==> src/rtl/branch_predictor_table.sv <==
// ============================================================================
// branch_predictor_table
// ----------------------------------------------------------------------------
// Purpose:
//   Gshare-style direction predictor that sits beside the fetch stage. It is a
//   table of 2**INDEX_BITS saturating counters. The table is indexed by the
//   low bits of the branch PC, XORed with a global history register (ghr). The
//   ghr is zero-extended into the low index bits. Setting HIST_BITS=0 removes
//   the ghr and turns the table into a plain bimodal predictor.
//
//   The block answers one prediction request and accepts one resolved-branch
//   update in the same cycle. Predictions are registered and appear one cycle
//   after the request.
//
//   A request and an update in the same cycle use read-before-write. The
//   request sees the counters and ghr as they were before that edge. The
//   update takes effect for requests sampled on the next edge onward.
//
//   The ghr is non-speculative. It shifts in the actual outcome on every
//   update and never changes on a request.
//
//   A 16-bit saturating counter records mispredicted updates for performance
//   monitoring. An update is a mispredict when the MSB of the counter, before
//   the update, differs from the resolved outcome.
//
// Parameters:
//   PC_BITS    width of req_pc (must be >= INDEX_BITS)
//   INDEX_BITS log2 of the number of counters
//   CTR_BITS   counter width (>= 1); prediction is the counter MSB
//   HIST_BITS  global history length (0 .. INDEX_BITS); 0 disables history
//   CTR_INIT   reset value of every counter (< 2**CTR_BITS)
//
// Ports:
//   clk         in   clock; all state changes on the rising edge
//   rst         in   synchronous active-high reset; overrides any request or
//                    update presented in the same cycle
//   req_valid   in   prediction request this cycle
//   req_pc      in   branch PC of the request
//   pred_valid  out  registered; high one cycle after req_valid
//   pred_taken  out  registered predicted direction; holds when idle
//   pred_index  out  registered table index used; holds when idle
//   upd_valid   in   resolved-branch update this cycle
//   upd_index   in   index previously returned on pred_index
//   upd_taken   in   actual branch outcome
//   miss_count  out  saturating count of mispredicted updates
// ============================================================================
module branch_predictor_table #(
  parameter int PC_BITS    = 8,
  parameter int INDEX_BITS = 4,
  parameter int CTR_BITS   = 2,
  parameter int HIST_BITS  = 4,
  parameter int CTR_INIT   = 2
) (
  input  logic                  clk,
  input  logic                  rst,
  input  logic                  req_valid,
  input  logic [PC_BITS-1:0]    req_pc,
  output logic                  pred_valid,
  output logic                  pred_taken,
  output logic [INDEX_BITS-1:0] pred_index,
  input  logic                  upd_valid,
  input  logic [INDEX_BITS-1:0] upd_index,
  input  logic                  upd_taken,
  output logic [15:0]           miss_count
);

  localparam int ENTRIES = 1 << INDEX_BITS;

  localparam logic [CTR_BITS-1:0] CTR_MAX   = '1;
  localparam logic [CTR_BITS-1:0] CTR_ZERO  = '0;
  localparam logic [CTR_BITS-1:0] CTR_ONE   = CTR_BITS'(1);
  localparam logic [CTR_BITS-1:0] CTR_RESET = CTR_BITS'(CTR_INIT);

  localparam logic [15:0] MISS_MAX = 16'hFFFF;

  // --------------------------------------------------------------------------
  // State
  // --------------------------------------------------------------------------
  logic [CTR_BITS-1:0]   ctr_q [ENTRIES];
  logic [CTR_BITS-1:0]   ctr_d [ENTRIES];

  logic                  pred_valid_q, pred_valid_d;
  logic                  pred_taken_q, pred_taken_d;
  logic [INDEX_BITS-1:0] pred_index_q, pred_index_d;
  logic [15:0]           miss_q,       miss_d;

  // --------------------------------------------------------------------------
  // Combinational helpers
  // --------------------------------------------------------------------------
  logic [INDEX_BITS-1:0] hist_idx;   // ghr zero-extended to index width
  logic [INDEX_BITS-1:0] req_idx;
  logic [CTR_BITS-1:0]   req_ctr;
  logic [CTR_BITS-1:0]   upd_ctr;
  logic [CTR_BITS-1:0]   upd_next;
  logic                  mispredict;

  // Only the low INDEX_BITS of the PC take part in indexing. The remaining
  // upper bits are reduced into a deliberately unused net.
  if (PC_BITS > INDEX_BITS) begin : g_pc_hi
    logic unused_pc_hi;
    assign unused_pc_hi = ^req_pc[PC_BITS-1:INDEX_BITS];
  end

  // --------------------------------------------------------------------------
  // Global history register.
  // The ghr exists only when HIST_BITS > 0. It shifts left on every update
  // with the resolved outcome entering at the LSB. Requests never modify it,
  // so a request always uses the history as it stood before the edge.
  // --------------------------------------------------------------------------
  if (HIST_BITS == 0) begin : g_no_hist

    assign hist_idx = '0;

  end else begin : g_hist

    logic [HIST_BITS-1:0] ghr_q, ghr_d;

    // Next-history computation. A single-bit history simply takes the outcome.
    if (HIST_BITS == 1) begin : g_shift1
      always_comb begin
        ghr_d = ghr_q;
        if (upd_valid) begin
          ghr_d = upd_taken;
        end
      end
    end else begin : g_shiftn
      always_comb begin
        ghr_d = ghr_q;
        if (upd_valid) begin
          ghr_d = {ghr_q[HIST_BITS-2:0], upd_taken};
        end
      end
    end

    // History register with synchronous clear.
    always_ff @(posedge clk) begin
      if (rst) begin
        ghr_q <= '0;
      end else begin
        ghr_q <= ghr_d;
      end
    end

    assign hist_idx = INDEX_BITS'(ghr_q);

  end

  // --------------------------------------------------------------------------
  // Request path.
  // The table is read with the current (pre-edge) contents, which gives
  // read-before-write against a same-cycle update to the same entry. When no
  // request is present, the direction and index keep their previous values.
  // --------------------------------------------------------------------------
  always_comb begin
    req_idx      = req_pc[INDEX_BITS-1:0] ^ hist_idx;
    req_ctr      = ctr_q[req_idx];
    pred_valid_d = req_valid;
    pred_taken_d = pred_taken_q;
    pred_index_d = pred_index_q;
    if (req_valid) begin
      pred_taken_d = req_ctr[CTR_BITS-1];
      pred_index_d = req_idx;
    end
  end

  // --------------------------------------------------------------------------
  // Update path.
  // The addressed counter moves one step toward the outcome and saturates at
  // both ends. The mispredict decision uses the counter value before this
  // update.
  // --------------------------------------------------------------------------
  always_comb begin
    upd_ctr  = ctr_q[upd_index];
    upd_next = upd_ctr;
    if (upd_taken) begin
      if (upd_ctr != CTR_MAX) begin
        upd_next = upd_ctr + CTR_ONE;
      end
    end else begin
      if (upd_ctr != CTR_ZERO) begin
        upd_next = upd_ctr - CTR_ONE;
      end
    end
    mispredict = upd_valid && (upd_ctr[CTR_BITS-1] != upd_taken);
  end

  // Next-state table: only the entry named by upd_index can change.
  always_comb begin
    for (int i = 0; i < ENTRIES; i++) begin
      ctr_d[i] = ctr_q[i];
      if (upd_valid && (upd_index == INDEX_BITS'(i))) begin
        ctr_d[i] = upd_next;
      end
    end
  end

  // Saturating mispredict counter: it sticks at all-ones.
  always_comb begin
    miss_d = miss_q;
    if (mispredict && (miss_q != MISS_MAX)) begin
      miss_d = miss_q + 16'd1;
    end
  end

  // --------------------------------------------------------------------------
  // Registers.
  // Reset has priority over everything. Any request or update presented with
  // rst is dropped. This includes a prediction that would otherwise appear on
  // the following cycle.
  // --------------------------------------------------------------------------
  always_ff @(posedge clk) begin
    if (rst) begin
      for (int i = 0; i < ENTRIES; i++) begin
        ctr_q[i] <= CTR_RESET;
      end
      pred_valid_q <= 1'b0;
      pred_taken_q <= 1'b0;
      pred_index_q <= '0;
      miss_q       <= '0;
    end else begin
      for (int i = 0; i < ENTRIES; i++) begin
        ctr_q[i] <= ctr_d[i];
      end
      pred_valid_q <= pred_valid_d;
      pred_taken_q <= pred_taken_d;
      pred_index_q <= pred_index_d;
      miss_q       <= miss_d;
    end
  end

  assign pred_valid = pred_valid_q;
  assign pred_taken = pred_taken_q;
  assign pred_index = pred_index_q;
  assign miss_count = miss_q;

endmodule

==> config.mk <==
export PLATFORM = sky130hd
export DESIGN_NAME = branch_predictor_table
export DESIGN_NICKNAME = d
export VERILOG_FILES = /design/src/rtl/branch_predictor_table.sv
export SDC_FILE = /design/constraint.sdc
export NUM_CORES = 1
export LEC_CHECK = 0
export ABC_CLOCK_PERIOD_IN_PS = 5300
export CAP_MARGIN = 20
export CORE_ASPECT_RATIO = 0.6
export CORE_UTILIZATION = 30
export DETAILED_ROUTE_END_ITERATION = 8
export DONT_BUFFER_PORTS = 1
export PLACE_DENSITY = 0.47
export SKIP_CTS_REPAIR_TIMING = 1
export SLEW_MARGIN = 20
export SYNTH_ARGS = -nofsm -noshare
export SYNTH_HDL_FRONTEND = slang
export SYNTH_SLANG_ARGS = --single-unit
==> constraint.sdc <==
create_clock -name clk -period 5.3 [get_ports clk]
set_input_delay 1.06 -clock clk [delete_from_list [all_inputs] [get_ports clk]]
set_output_delay 1.06 -clock clk [all_outputs]
set_load 0.05 [all_outputs]
Word-level counts from Yosys, hierarchy flattened
Memories as Yosys holds them, arrays and structs flattened. A register that Yosys moved wholly into a read port is not among the register bits.
Index checks and enable logic that the tools add are counted.
{"block": "op_classes", "eq_ne": 34, "mux": 38, "bitwise_logic": 17, "addsub": 3, "n_reduce_logical": 36}
{"cell": "2-to-1 mux 2 bit", "count": 35}
{"cell": "equality test 4 bit, second input constant", "count": 8}
{"cell": "AND reduction 2 bit", "count": 16}
{"cell": "logical AND 1 bit", "count": 18}
{"cell": "adder 16 x 1 -> 16 bit, second input constant", "count": 1}
{"cell": "equality test 4 x 3 -> 1 bit, second input constant", "count": 4}
{"cell": "inequality test 1 bit, second input constant", "count": 16}
{"cell": "inequality test 16 bit, second input constant", "count": 1}
{"cell": "OR 1 bit", "count": 16}
{"cell": "equality test 4 x 2 -> 1 bit, second input constant", "count": 2}
{"cell": "equality test 4 x 1 -> 1 bit, second input constant", "count": 1}
{"cell": "logical NOT 4 bit", "count": 1}
{"cell": "XOR 4 bit", "count": 1}
{"cell": "2-to-1 mux 1 bit", "count": 3}
{"cell": "adder 2 x 1 -> 2 bit, second input constant", "count": 1}
{"cell": "inequality test 2 bit, second input constant", "count": 1}
{"cell": "nonzero test 2 bit", "count": 1}
{"cell": "subtractor 2 x 1 -> 2 bit, second input constant", "count": 1}
{"cell": "inequality test 1 bit", "count": 1}
{"block": "totals", "register_bits": 25, "input_bits": 17, "mem_count": 1, "output_inout_bits": 22, "elab_cells": 133, "mem_bits_rw": 32}
{"name": "ctr_q", "depth": 16, "width": 2, "rd": 2, "rd_clocked_by_memory_dff": 1, "write_ports": 16, "line": "79", "rtl": "logic [CTR_BITS-1:0] ctr_q [ENTRIES];"}

Longest topological paths before layout
An unclocked memory read counts as a cell.
{"block": "depth", "ltp_word": 6, "depth_mapped": 8, "depth_no_buf": 5}

Worst setup path after synthesis
No wires, ideal clock.
{"block": "synth_path", "path_type": "input to register", "from": "input upd_index[2]", "to": "register miss_q[7], in the netlist miss_count[7]", "n_path_buf": 2, "path_slack_ns": 2.151, "path_stages": 7, "required_time_ns": 5.229, "arrival_time_ns": 3.079, "setup_ns": 0.071, "path_cell_list": "buf_6 > mux4_2 > mux4_2 > xnor2_2 > buf_6 > or4_1 > a21oi_1"}
{"block": "synth_between", "elab_chain_len": 4}
{"item": "start: declaration", "line": "62", "rtl": "input logic [INDEX_BITS-1:0] upd_index,"}
{"item": "memory read (16 x 2 bit)"}
{"item": "inequality test 1 bit", "line": "184", "rtl": "mispredict = upd_valid && (upd_ctr[CTR_BITS-1] != upd_taken);"}
{"item": "logical AND 1 bit", "line": "184"}
{"item": "logical AND 1 bit", "line": "200", "rtl": "if (mispredict && (miss_q != MISS_MAX)) begin"}
{"item": "end signal: assignment", "line": "227", "rtl": "miss_q <= miss_d;"}
{"item": "end: declaration", "line": "85", "rtl": "logic [15:0] miss_q, miss_d;"}
Every way passes these cells.
A chain may end at the register's enable or synchronous reset.

Worst setup path after layout
{"block": "layout_path", "from": "input upd_index[2]", "to": "register miss_q[10], in the netlist miss_count[10]"}
The elaborated chain is that of the path after synthesis.

==> results_dict.tcl <==
set metrics [dict create \
    power_density_nw_per_um2 349 \
    cpLargestDelayFamily "multiplexers" \
    grt_pass1_wl_mm 11.1 \
    vias 2038 \
    setup_viol 0 \
    crit_slowest_cell "xnor2_2" \
    setup.worst_path.end_class "register" \
    grt_pass1_vias 1916 \
    drive_gt1_share_pct 15.4 \
    worst_slack_ns 2.16 \
    ys.flop_type "edfxtp_1" \
    synth-seq-cells 58 \
    cts_buffers 9 \
    antennaDiodeCount 0 \
    rsz0062_at_grt "no" \
    fin_crit_sh_pct 59.2 \
    seq_area_frac_synth_pct 50.3 \
    cts_tree "yes" \
    clk_path_buf_depth 2 \
    maxCapViolations 0 \
    vias_per_cell 5.23 \
    slew_viol_final 0 \
    htreeDepth 3 \
    crit_fanout 21 \
    wirelength_mm 7.04 \
    grt_max_degree 36 \
    path_class "input pin to register" \
    hold_viol 0 \
    path_buf_inv 0 \
    finalSetupTns_ns 0 \
    syn_to_final_growth_pct 12.4 \
    worstSkewPairLatency_ns 0.33 \
    fin_worst_skew_ns 0.00776 \
    synth_nets 278 \
    final.fill_count 928 \
    post-place-ws_ns 1.85 \
    root_buffer "clkbuf_16" \
    tightest_slew_ns 0.950 \
    rows 27 \
    die_h_um 78.8 \
    peakVddDrop_uv 183 \
    syn_area_um2 2950 \
    track_usage_pct 15.1 \
    critPathArrivalTime_ns 3.36 \
    pin_count 39 \
    fp.dieArea_um2 10200 \
    slowest_delay_ns 0.77 \
    clk_pin_slew_ns 0.05 \
    gp_congestion 0.805 \
    dp_hpwl_mm 5.08 \
    required_ns 5.52 \
    ys_warn_count 0 \
    drc 0 \
    ff_latch_area_um2 1480 \
    syn_avg_cell_area_um2 11.3 \
    finalCriticalPeriod_ns 3.14 \
    drt_iter0_drc 152 \
    async_flop_share_pct 0 \
    relSlewSlack_pct 36.3 \
    synth_edf_count 32 \
    firstDrtPassIters 4 \
    synthCells 260 \
    status "complete, no violations" \
    holdCritPathClass "register to register" \
    gr-total-overflow 0 \
    coreArea_um2 9360 \
    path_cells "mux4_1 > mux4_2 > xnor2_2 > nor4_2 > mux2_4" \
    max_freq_ghz 0.318 \
    cp-start-kind "input pin" \
    die_w_um 130 \
    start_util_pct 31.5 \
    wire_per_inst_um 18.0 \
    antenna_found_initial 0 \
    fin_nets 273 \
    p_leak_nw 1.08 \
    multi_input_area_um2 1360 \
    synth_cell_types 44 \
    final_antenna_net_count 0 \
    io_buffers 0 \
    cts_sinks 58 \
]
## metrics by stage
step	utilization, %	total power [mW]	instance area, µm²	hold slack [ns]	instances
after CTS	35.4	1.17	3310	0.526	390
after detailed placement	32.4	0.611	3030	0.510	374
after floorplan	-	0.603	2950	0.482	260
after global routing	35.4	1.20	3310	0.554	390
final	35.4	1.16	3310	0.526	390
after global placement	32.4	0.610	3030	0.501	374
## cell usage after synthesis, types with 2 or more instances
cell,instances,share of area [%]
nor2b_1,5,1.1
mux4_2,12,9.2
edfxtp_1,32,33
o21ai_0,10,1.7
nand4_1,4,0.85
o31ai_1,8,2.0
or3_1,4,0.85
dfxtp_1,26,18
buf_6,2,0.76
nor2_1,30,3.8
mux2_2,5,1.9
nand2b_1,10,2.1
or2_2,2,0.42
buf_1,3,0.38
a21oi_1,10,1.7
inv_1,4,0.51
nand3b_1,2,0.51
buf_2,3,0.51
or4_1,7,1.8
nor3_1,5,0.85
clkbuf_1,8,1.0
nand3_1,13,2.2
xor2_1,4,1.2
o41ai_1,2,0.59
mux2i_1,9,3.1
nand2_1,14,1.8
mux4_1,2,1.8
a211oi_1,3,0.76
and3_1,5,1.1
o21ai_1,2,0.34
## worst register-to-register path: cells and delay by family (launching register included)
| family | cells | cell delay, ns |
|---|---|---|
| AO/OA/AOI/OAI | 1 | 0.78 |
| flip-flops | 1 | 0.71 |
| AND/OR/NAND/NOR | 2 | 0.35 |
| multiplexers | 1 | 0.32 |
| adder cells (fa/ha/maj) | 1 | 0.30 |
| buffers and inverters | 1 | 0.29 |
## area by class of cell
cell class              instances  share of cell area, %
clock inverters                 7                   1.81
multi-input cells             180                   40.9
inverters                       4                  0.453
flip-flops and latches         58                   44.7
clock buffers                   9                   6.80
well taps                     130                   4.91
repair buffers                  2                  0.453
## path summary, 6_finish.rpt
check | from | to | slack (ns) | cells after the start
max | upd_index[2] | miss_count[10]$_SDFFE_PP0P_ | 2.16 | 5
min reg2reg | g_hist.ghr_q[3]$_SDFFE_PP0P_ | g_hist.ghr_q[3]$_SDFFE_PP0P_ | 0.53 | 2
max reg2reg | miss_count[0]$_SDFFE_PP0P_ | miss_count[10]$_SDFFE_PP0P_ | 2.42 | 6
min | g_hist.ghr_q[3]$_SDFFE_PP0P_ | g_hist.ghr_q[3]$_SDFFE_PP0P_ | 0.53 | 2
## cells in the final DEF (no fill, tap or decap), types with 2 or more instances in the layout
| cell type | n |
|---|---|
| clkinv_1 | 2 |
| o41ai_1 | 2 |
| edfxtp_1 | 32 |
| o31ai_1 | 7 |
| nand3_1 | 13 |
| a21oi_1 | 10 |
| mux2_2 | 5 |
| clkbuf_16 | 9 |
| xor2_1 | 4 |
| or2_2 | 2 |
| o21ai_1 | 2 |
| or4_1 | 7 |
| nor3_1 | 5 |
| nor2b_1 | 5 |
| nand2b_1 | 10 |
| clkinv_2 | 3 |
| nand3b_1 | 2 |
| nand4_1 | 4 |
| nand2_1 | 14 |
| mux4_1 | 2 |
| a211oi_1 | 3 |
| nor2_1 | 30 |
| or3_1 | 4 |
| o21ai_0 | 10 |
| buf_4 | 2 |
| mux2i_1 | 9 |
| mux4_2 | 12 |
| and3_1 | 5 |
| inv_1 | 4 |
| dfxtp_1 | 26 |
## state kept, by name (all words and copies together) (netlist names)
name          cells
ctr_q            32
g_hist.ghr_q      4
miss_count       16
pred_index        4
pred_taken        1
pred_valid        1
## where the power goes
part	total (mW)	internal [mW]	switching [mW]
clock network	0.557	0.357	0.200
registers	0.519	0.495	0.0236
logic	0.0827	0.0337	0.0489
total	1.16	0.886	0.272
## cells by family after synthesis
family                     Yosys count  share of synthesized area (%)
xor gates and xnor gates             6                           2.04
buffers and inverters               22                           3.95
AOI/OAI and AO/OA                   38                           8.02
and+or+nand+nor                    106                           18.9
muxes                               29                           16.4
DFF                                 58                           50.3
adders and majority gates            1                          0.424
## layer usage
metal,up-vias,global-route usage (%),wire length (µm)
met1,981,23.1,3630
met4,0,4.88,89
met5,-,0,0
li1,982,-,-
met3,10,6.74,654
met2,65,17.8,2660
No activity file was read; power rests on OpenSTA's default activity.
